===== config.mk =====
export PLATFORM = sky130hd
export DESIGN_NAME = controle_irrigacao
export DESIGN_NICKNAME = d
export VERILOG_FILES = /design/src/rtl/controle_irrigacao.sv
export SDC_FILE = /design/constraint.sdc
export NUM_CORES = 1
export LEC_CHECK = 0
export ABC_AREA = 1
export ABC_CLOCK_PERIOD_IN_PS = 2000
export CAP_MARGIN = 10
export CORE_UTILIZATION = 50
export CTS_CLUSTER_DIAMETER = 150
export DETAILED_ROUTE_END_ITERATION = 7
export PLACE_DENSITY = 0.71
export SETUP_SLACK_MARGIN = 0.2
export SLEW_MARGIN = 20
export SYNTH_ARGS = -nofsm -noshare
export SYNTH_HDL_FRONTEND = slang
export SYNTH_SLANG_ARGS = --single-unit

===== constraint.sdc =====
create_clock -name clock -period 2 [get_ports clock]
set_input_delay 0.2 -clock clock [delete_from_list [all_inputs] [get_ports clock]]
set_output_delay 0.2 -clock clock [all_outputs]
set_load 0.01 [all_outputs]

===== src/rtl/controle_irrigacao.sv =====
// Irrigation controller: filtered soil/tank sensors drive a sprinkler/drip/pause FSM.
// Optional blinking alarm in ERRO is enabled by defining CONTROLE_ALARME_EN.
//
// state         | meaning
// ST_OCIOSO     | idle, waiting for dry soil and usable tank level
// ST_ASPERSAO   | sprinkler irrigation requested from the timer
// ST_GOTEJAMENTO| drip irrigation requested from the timer
// ST_PAUSA      | rest period after an irrigation, counted in umSegundo ticks
// ST_ERRO       | filtered sensor value invalid
module controle_irrigacao #(
  parameter int FILTRO = 3,
  parameter int PAUSA  = 10
) (
  input  logic       clock,
  input  logic       resetN,
  input  logic       umSegundo,
  input  logic [1:0] umidadeSolo,
  input  logic [2:0] nivelDagua,
  input  logic       fimTempo,
  output logic       aspersao,
  output logic       gotejamento,
  output logic       valvulaEntrada,
  output logic       erroSensor,
  output logic       alarme,
  output logic [2:0] estado
);

  typedef enum logic [2:0] {
    ST_OCIOSO      = 3'b000,
    ST_ASPERSAO    = 3'b001,
    ST_GOTEJAMENTO = 3'b010,
    ST_PAUSA       = 3'b011,
    ST_ERRO        = 3'b100
  } state_t;

  localparam logic [3:0] FILTRO_C = 4'(FILTRO);
  localparam logic [5:0] PAUSA_C  = 6'(PAUSA);

  state_t     state, state_nxt;
  logic [1:0] solo_raw, solo_f;
  logic [2:0] nivel_raw, nivel_f;
  logic [3:0] solo_cnt, solo_cnt_nxt, nivel_cnt, nivel_cnt_nxt;
  logic       solo_ok, nivel_ok, valido;
  logic       solo_inv, nivel_inv, valv_nxt;
  logic [5:0] pausa_cnt, pausa_cnt_nxt;

  // Count of consecutive equal samples, saturating at FILTRO; a changed sample restarts at 1.
  always_comb begin
    solo_cnt_nxt  = 4'd1;
    nivel_cnt_nxt = 4'd1;
    if (solo_cnt != 4'd0 && umidadeSolo == solo_raw)
      solo_cnt_nxt = (solo_cnt == FILTRO_C) ? solo_cnt : solo_cnt + 4'd1;
    if (nivel_cnt != 4'd0 && nivelDagua == nivel_raw)
      nivel_cnt_nxt = (nivel_cnt == FILTRO_C) ? nivel_cnt : nivel_cnt + 4'd1;
  end

  always_ff @(posedge clock or negedge resetN) begin
    if (!resetN) begin
      solo_raw  <= 2'b00;
      solo_f    <= 2'b00;
      solo_cnt  <= 4'd0;
      solo_ok   <= 1'b0;
      nivel_raw <= 3'b000;
      nivel_f   <= 3'b000;
      nivel_cnt <= 4'd0;
      nivel_ok  <= 1'b0;
    end else if (umSegundo) begin
      solo_raw  <= umidadeSolo;
      solo_cnt  <= solo_cnt_nxt;
      nivel_raw <= nivelDagua;
      nivel_cnt <= nivel_cnt_nxt;
      if (solo_cnt_nxt == FILTRO_C) begin
        solo_f  <= umidadeSolo;
        solo_ok <= 1'b1;
      end
      if (nivel_cnt_nxt == FILTRO_C) begin
        nivel_f  <= nivelDagua;
        nivel_ok <= 1'b1;
      end
    end
  end

  assign valido    = solo_ok & nivel_ok;
  assign solo_inv  = (solo_f == 2'b10);
  assign nivel_inv = !(nivel_f inside {3'b000, 3'b001, 3'b011, 3'b111});

  always_comb begin
    state_nxt = state;
    if (!valido)
      state_nxt = ST_OCIOSO;
    else if (solo_inv || nivel_inv)
      state_nxt = ST_ERRO;
    else begin
      case (state)
        ST_OCIOSO: begin
          if (solo_f == 2'b00 && nivel_f == 3'b111)
            state_nxt = ST_ASPERSAO;
          else if (solo_f == 2'b00 && (nivel_f == 3'b001 || nivel_f == 3'b011))
            state_nxt = ST_GOTEJAMENTO;
        end
        ST_ASPERSAO, ST_GOTEJAMENTO: begin
          if (fimTempo || solo_f == 2'b11 || nivel_f == 3'b000)
            state_nxt = ST_PAUSA;
        end
        ST_PAUSA: begin
          if (umSegundo && pausa_cnt <= 6'd1)
            state_nxt = ST_OCIOSO;
        end
        ST_ERRO:  state_nxt = ST_OCIOSO;
        default:  state_nxt = ST_OCIOSO;
      endcase
    end
  end

  // Inlet valve hysteresis: open on empty, close on full.
  always_comb begin
    valv_nxt = valvulaEntrada;
    if (!valido || state_nxt == ST_ERRO)
      valv_nxt = 1'b0;
    else if (nivel_f == 3'b000)
      valv_nxt = 1'b1;
    else if (nivel_f == 3'b111)
      valv_nxt = 1'b0;
  end

  always_comb begin
    pausa_cnt_nxt = pausa_cnt;
    if (state_nxt != ST_PAUSA)
      pausa_cnt_nxt = 6'd0;
    else if (state != ST_PAUSA)
      pausa_cnt_nxt = PAUSA_C;
    else if (umSegundo)
      pausa_cnt_nxt = pausa_cnt - 6'd1;
  end

  always_ff @(posedge clock or negedge resetN) begin
    if (!resetN) begin
      state          <= ST_OCIOSO;
      pausa_cnt      <= 6'd0;
      aspersao       <= 1'b0;
      gotejamento    <= 1'b0;
      valvulaEntrada <= 1'b0;
      erroSensor     <= 1'b0;
    end else begin
      state          <= state_nxt;
      pausa_cnt      <= pausa_cnt_nxt;
      aspersao       <= (state_nxt == ST_ASPERSAO);
      gotejamento    <= (state_nxt == ST_GOTEJAMENTO);
      valvulaEntrada <= valv_nxt;
      erroSensor     <= (state_nxt == ST_ERRO);
    end
  end

  assign estado = state;

`ifdef CONTROLE_ALARME_EN
  always_ff @(posedge clock or negedge resetN) begin
    if (!resetN)
      alarme <= 1'b0;
    else if (state_nxt != ST_ERRO)
      alarme <= 1'b0;
    else if (state == ST_ERRO && umSegundo)
      alarme <= ~alarme;
  end
`else
  assign alarme = 1'b0;
`endif

endmodule


; Word-level counts from Yosys, hierarchy flattened
; Index checks and enable logic that the tools add are counted.
[totals]
regBits = 33
in_bits = 9
output_inout_bits = 8
elab_cells = 78
[op_classes]
add_sub_neg = 3
magnitude_cmp = 1
n_eq_ne = 19
muxes = 17
n_bitwise = 1
reduce_logical = 23
[op_table]
columns = operator, count
row1 = 3-bit two-way mux, 6
row2 = 6-bit two-way mux, 3
row3 = 4-bit by 2-bit == test with 1-bit output (second input constant), 4
row4 = 4-bit two-way mux, 4
row5 = 3-bit by 2-bit == test with 1-bit output (second input constant), 4
row6 = 4-bit nonzero test, 3
row7 = 3-bit by 1-bit == test with 1-bit output (second input constant), 3
row8 = 3-bit case mux with 3 select lines, 1
row9 = 4-bit by 1-bit adder with 4-bit output (second input constant), 2
row10 = 3-bit == test (second input constant), 2
row11 = 6-bit by 1-bit less-or-equal comparator with 1-bit output (second input constant), 1
row12 = 3-bit zero test, 2
row13 = 3-bit by 2-bit inequality test with 1-bit output (second input constant), 2
row14 = 3-bit nonzero test, 2
row15 = 6-bit by 1-bit subtractor with 6-bit output (second input constant), 1
row16 = 1-bit logical AND, 5
row17 = 1-bit logical OR, 5
row18 = 2-bit == test (second input constant), 2
row19 = 2-bit AND reduction, 2
row20 = 3-bit == test, 1
row21 = 1-bit two-way mux, 3
row22 = 2-bit == test, 1
row23 = 1-bit zero test, 2
row24 = 2-bit zero test, 1
row25 = 2 further kinds, 2

; Logic depth before layout (Yosys ltp)
; Gate-level depths: netlist (run 1).
[depth]
depth_word = 11
mapped_depth = 11
mapped_depth_nobuf = 11

; Least setup slack after synthesis (run 1)
; No wires, ideal clock.
[synth_timing]
path_kind = register -> register
startpoint = register solo_cnt[0]
endpoint = register solo_f[1]
setup_time_ps = 117
arrival_ps = 1270
t_required_ps = 1883
setup_slack_ps = 613
stages_incl_launch_ff = 12
path_buffers = 0
synth_period_minus_slack_ps = 1387
path_cell_list = dfrtp_1 > ha_1 > inv_1 > nor2_2 > nand2_1 > nand2_1 > o21ai_1 > inv_1 > nor2_2 > nand2_1 > nand2_1 > nand2_1
[synth_between]
elab_chain_len = 5
elab_cells_between_ends = 8
cone_classes = 1 x add/sub / 2 x eq/ne / 2 x mux / 3 x reduce/logical
[synth_lines]
columns = element, line_no
row1 = "start, declared", 42  ; logic [3:0] solo_cnt, solo_cnt_nxt, nivel_cnt, nivel_cnt_nxt;
row2 = "start signal, assigned", 69  ; solo_cnt <= solo_cnt_nxt;
row3 = "4-bit by 1-bit adder with 4-bit output, or another cell as far along", 52  ; solo_cnt_nxt = (solo_cnt == FILTRO_C) ? solo_cnt : solo_cnt + 4'd1;
row4 = 4-bit two-way mux or 1-bit logical AND (tied branches), "52, 51"
row5 = 4-bit two-way mux *, 51  ; if (solo_cnt != 4'd0 && umidadeSolo == solo_raw)
row6 = 4-bit by 2-bit == test with 1-bit output *, 72  ; if (solo_cnt_nxt == FILTRO_C) begin
row7 = 2-bit AND reduction (no source line) *, --
row8 = "end signal, assigned", 73  ; solo_f <= umidadeSolo;
row9 = "end, declared", 40  ; logic [1:0] solo_raw, solo_f;
; Mark *: on every way between the ends. The rest lies on a longest branch, timed or not.
; A chain may end at the register's enable or synchronous reset.

; Worst setup path in the final report (run 1)
[layout_timing]
startpoint = register state[2] (netlist: estado[2])
endpoint = output estado[2]
[layout_lines]
columns = element, line_no
row1 = "start, declared", 39  ; state_t state, state_nxt;
row2 = "start signal, assigned", 145  ; state <= state_nxt;
row3 = "end, declared", 25  ; output logic [2:0] estado
; No word-level cell between the ends.

==> run metrics, run 1 <==
status completed; Hold Path Class primary input to asynchronous set/reset pin; Switching Share roughly a third; total track usage roughly a fifth; main combinational cell family by area after synthesis simple AND/OR/NAND/NOR gates; Top delay family on crit path buffers and inverters; Post-Route Skew 0.0124 ns; Final min period between 1.5 and 2 ns; worst path bufs/invs 1; most common flop cell mapped by yosys dfrtp_1; die footprint 3910 µm²; Worst Path Max Fanout 5; Period Utilization, post-route 81.4%; number of buffers created by CTS 5; grt total ovfl 0; final-report max-slew violation count 0; pwr/cell area 898 nW/µm²; WL final 3270 µm; syn avg cell area 7.64 µm²; VDD IR max 444 µV; DR vias between 1500 and 2000; fillers 315; Vias per Instance 4.98; htree depth 2; pin count of the biggest net entering global routing 34; critical-path cell list clkdlybuf4s50_1; P_leak around 1.1 nW; CTS Buffer Depth 2; Ant. Diodes 0; post-synthesis sequential area ratio 45.1%; Placer Congestion slightly below 0.8; Crit Path Class flop to output port; CP max stage cell clkdlybuf4s50_1; Hold Violations, Final 0; Core Area about 3400 µm²; Setup Fix Bufs, Post-CTS 0; multiplexer area fraction after synthesis 0%; CTS root buffer clkbuf_4; final setup TNS 0 ns; unrepaired setup endpoints after global routing no; commonest non-fill, non-tap cell in the layout nand2_1; Synth Instances 240; xor and xnor fraction of the mapped netlist area 1.43%; Compound-Gate Fraction of Synth Area 8.40%; Post-route DRC 0; per-cell routed wire length 10.6 µm; Post-synth EDFFs 0; # hold bufs at CTS 0; # rows 21; fmax 615 MHz; Post-DRT Antenna Nets 0; CTS resizes 0; Die Y ~63 µm; Starting Density 53.7%; adder-cell area share of the yosys netlist 4.10%; first-pass GRT wire length slightly above 6000 µm; final core utilization 62.4%; Unique masters post-synth 29; IO buf count 15; Critical Path End Type output port; Ys Warns 0; Req. time, crit path 1.80 ns; CTS tree built; drt initial violations 66; maxcap violations 0; commonest cells after routing, fill and taps aside nand2_1, dfrtp_1, inv_1; Die W 62.5 µm; initial antenna violation count 0; Yosys reg bits 33; clock transition at the registers of the reported paths 0.10 ns; combinational share of power ~27%; io pins 17; simple-gate share of the synthesized area 33.0%; Clock power frac 27.3%; share of synthesized registers carrying an async set or reset 100%; Seq pwr share 45.4%; synthesized cell area 1830 µm²; Startpoint Class flop; Net Switching 0.631 mW; crit path DAT 1.43 ns; Detail Placement HPWL 2410 µm; layout net count 277; count of final setup violators 0; share of cells above drive strength 1 10.3%; CP peak stage delay 0.59 ns; Worst-Skew Late Latency 0.34 ns; Pre-Repair DR Iteration Count 4; P&R area growth vs syn 16.3%; post-synth net total 255; vias in the first global route 1470; clock sinks 33; Internal 1.28 mW
==> worst register-to-register path, delay by kind of cell (launching register included) <==
family                     cells  cell delay (ns)
adders and majority gates      1             0.19
and+or+nand+nor                8             0.75
DFF                            1             0.43
buffers and inverters          1             0.10
==> kinds of logic (layout without fill, tap and decap cells) <==
family | after synthesis | count (layout)
AO/OA/AOI/OAI | 28 | 28
XOR/XNOR | 3 | 3
adder cells (fa/ha/maj) | 6 | 6
buffers and inverters | 37 | 60
flip-flops | 33 | 33
other | 1 | 1
AND/OR/NAND/NOR | 132 | 132
==> worst paths after layout <==
check	cells after the start	slack (ns)	startpoint	endpoint
worst min register to register	2	0.48	nivel_ok	nivel_ok
min in group clock	3	0.48	umidadeSolo[0]	solo_raw[0]
worst max-delay path	1	0.37	estado[2]	estado[2]
max in group asynchronous	2	1.44	resetN	nivel_raw[0]
worst min-delay path	2	0.25	resetN	gotejamento
worst max register to register	10	0.42	nivel_cnt[0]	nivel_f[0]
==> flip-flops by register name, indices dropped and copies added, names as in the netlist <==
name	flops
erroSensor	1
pausa_cnt	6
solo_ok	1
solo_f	2
nivel_f	3
valvulaEntrada	1
nivel_raw	3
solo_raw	2
estado	3
nivel_cnt	4
aspersao	1
gotejamento	1
nivel_ok	1
solo_cnt	4
==> cell type report <==
type                       instances  area (µm²)  area share (%)
sequential                        33         826            38.7
clock inverter                     1        30.0            1.41
inverter                          34         128            5.99
multi-input combinational        170         863            40.5
clock buffer                       7        55.1            2.58
tap                               46        57.6            2.70
timing repair buffer              18         173            8.10
==> stage by stage <==
step | cell area [µm²] | hold slack (ns) | worst slack, ns | power, mW | instances
detailed placement | 2050 | 0.459 | 0.294 | 1.41 | 301
finish | 2130 | 0.250 | 0.373 | 1.91 | 309
global route | 2130 | 0.293 | 0.269 | 2.07 | 309
global placement | 2050 | 0.455 | 0.271 | 1.40 | 301
floorplan | 1830 | -0.0956 | 0.613 | 1.23 | 240
CTS | 2130 | 0.251 | 0.352 | 1.94 | 309
==> power groups by stage <==
stage               Sequential [mW]  Combinational (mW)  Clock, mW
detailed placement            0.883               0.526          0
global placement              0.883               0.520          0
floorplan                     0.879               0.351          0
global route                  0.889               0.604      0.573
finish                        0.870               0.523      0.522
CTS                           0.870               0.527      0.538
==> metal layers <==
metal / part of all wire, % / GRT usage [%] / up-vias
li1: - / - / 804
met1: 51 / 27.3 / 705
met2: 44 / 31.0 / 24
met3: 3.3 / 5.47 / 6
met4: 1.8 / 9.01 / 0
met5: 0 / 0 / -
==> synth_stat cells, types with 2 or more instances <==
cell type	n	area, µm²
dfrtp_1	33	826
nand3_1	19	95.1
inv_2	3	11.3
nor2_4	3	33.8
nor2_1	30	113
xnor2_1	2	17.5
inv_1	31	116
o21ai_1	2	10.0
nor2_2	4	25.0
o21ai_0	12	60.1
nand4_1	3	18.8
nand2_2	2	12.5
nand3_2	3	30.0
a21oi_1	7	35.0
ha_1	6	75.1
o22ai_1	4	25.0
nand2_1	64	240
No activity file was read; power rests on OpenSTA's default activity.
==> inputs of run 2 (changes only) <==
ABC_CLOCK_PERIOD_IN_PS = 1450   (was 2000)
PLACE_DENSITY = 0.74   (was 0.71)
clock period = 1.45 ns   (was 2 ns; I/O delays follow)
==> run 2 against run 1 <==
  * The flow now finishes with violations (negative setup slack)
  * Clock skew rose by 0.0060 ns
  * Sequential cell count stayed put
  * Final cell count increased by 13%
  * Global-route usage increased by 4.9 points
  * Critical endpoint is now nivel_f[0]
  * Largest cell class unchanged
==> run metrics, run 2 (synthesis results as in run 1) <==
CTS root buffer clkbuf_4; r2r setup slk -0.15 ns (-0.57 ns); commonest non-fill, non-tap cell in the layout nand2_1; Core Area 3420 µm² (unchanged); Pre-Repair DR Iteration Count 5 (+1); share of cells above drive strength 1 40.9% (+31 points); WL final 5120 µm (+57%); CP peak stage delay 0.42 ns (-0.17 ns); R2R depth 10 (unchanged); Crit Path Class flop to flop; vias in the first global route 1700 (+16%); commonest cells after routing, fill and taps aside nand2_1, buf_4, dfrtp_1; Req. time, crit path 1.69 ns (-0.11 ns); P&R area growth vs syn 48.5%; Post-Route Skew 0.0184 ns (+0.00600 ns); VDD IR max 863 µV (+94%); fmax 624 MHz; CTS tree built; unrepaired setup endpoints after global routing yes; # rows 21 (unchanged); critical-path cell list buf_4 > ha_2 > nand2_2 > nand2_1 > o21ai_1 > inv_1 > nor2_4 > nand2_4 > nand2_1 > nand2_1; Critical Path End Type flop; number of buffers created by CTS 5 (unchanged); Place WS -0.140 ns (-0.434 ns); fin cells 349 (+13%); final setup margin -0.153 ns (-0.526 ns); clock transition at the registers of the reported paths 0.12 ns (+0.02 ns); Final min period 1.60 ns; die footprint 3910 µm² (unchanged); Worst-Skew Late Latency 0.35 ns (about the same); Placer Congestion 0.830 (+4.7%); Starting Density 53.7% (unchanged); placed cell areas 2210 µm² (+8.1%); largest reg by FF count pausa_cnt; first-pass GRT wire length 7620 µm (+23%); total track usage 25.3% (+4.9 points); htree depth 2 (unchanged); Period Utilization, post-route 111%; IO buf count 15 (unchanged); final setup TNS -0.600 ns (-0.600 ns); maxcap violations 0 (unchanged); post-route cell area 2720 µm² (+28%); Vias per Instance 5.25 (+5.5%); initial antenna violation count 0 (unchanged); pwr/cell area 1240 nW/µm² (+38%); io pins 17 (unchanged); Hold Path Class primary input to asynchronous set/reset pin; drt initial violations 98 (+48%); per-cell routed wire length 14.7 µm (+39%); R2R Path End nivel_f[0]; count of final setup violators 8 (+8); Die Y 62.5 µm (unchanged); worst r2r src nivel_cnt[0]; largest registers pausa_cnt (6), nivel_cnt (4), solo_cnt (4); status finished with violations; Startpoint Class flop; final-report max-slew violation count 0 (unchanged); Die W 62.5 µm (unchanged); P_leak 1.37 nW (+26%); DR vias 1833 (+19%); CP max stage cell dfrtp_1; grt total ovfl 0 (unchanged); Post-DRT Antenna Nets 0 (unchanged); most frequent CP cell nand2_1; clock sinks 33 (unchanged); violated checks negative setup slack; Post-route DRC 0 (unchanged); DP Cell Count 317 (+5.3%); CTS Buffer Depth 2 (unchanged); Hold Violations, Final 0 (unchanged); Ant. Diodes 0 (unchanged); Worst Path Max Fanout 4 (-1); layout net count 317 (+14%); crit path DAT 1.84 ns (+0.41 ns); pin count of the biggest net entering global routing 34 (unchanged); Overall Power 3.37 mW (+76%); Detail Placement HPWL 2680 µm (+12%); max FFs per register 6 (unchanged)
==> run 2: worst max-delay path by stage <==
stage                   from            to  slack, ns  cells after the start
2_1_floorplan   nivel_cnt[0]    nivel_f[0]        0.1                     10
3_3_place_gp       umSegundo  pausa_cnt[1]      -0.08                      6
3_5_place_dp   nivelDagua[0]    nivel_f[1]      -0.14                     10
4_1_cts          solo_cnt[0]     solo_f[0]     -0.008                     10
5_1_grt         nivel_cnt[0]    nivel_f[0]      -0.20                     10
6_report        nivel_cnt[0]    nivel_f[0]      -0.15                     10
==> run 2: per-stage QoR <==
step / util, % / hold slack [ns]
3_3_place_gp: 64.8 / 0.450
2_1_floorplan: - / -0.151
4_1_cts: 73.8 / 0.152
3_5_place_dp: 64.8 / 0.458
6_report: 79.7 / 0.151
5_1_grt: 79.7 / 0.151
==> run 2: layer usage <==
layer  track usage, %  share of wire [%]
met5                0                  0
met3             5.47                5.0
met2             41.8                 52
met4             12.8                1.7
met1             30.9                 41
==> run 2: area by class of cell <==
class                   instances  area, µm²
multi-input cells             170       1100
flip-flops and latches         33        828
fillers                       206        693
repair buffers                 58        505
inverters                      34        130
clock inverters                 3       65.1
well taps                      46       57.6
clock buffers                   5       37.5
==> run 2: repair_timing <==
| action | 4_1_cts | 5_1_grt |
|---|---|---|
| hold buffers | 0 | 0 |
| endpoints found under the setup margin | 30 | 25 |
| pin swaps | 20 | 12 |
| setup buffers | 15 | 9 |
| gates cloned | 0 | 0 |
| gates resized for setup | 40 | 40 |
==> run 2: power breakdown <==
part	switching, mW	leakage [nW]	internal, mW
logic	0.713	0.895	0.584
registers	0.142	0.420	1.06
clock network	0.336	0.0552	0.534
total	1.19	1.37	2.18
==> run 2: worst max-delay path: cells and delay by family (launching register included) <==
family | cells | cell delay (ns)
simple gates | 6 | 0.55
flops | 1 | 0.42
buf+inv | 2 | 0.25
fa+ha+maj | 1 | 0.21
compound gates | 1 | 0.08
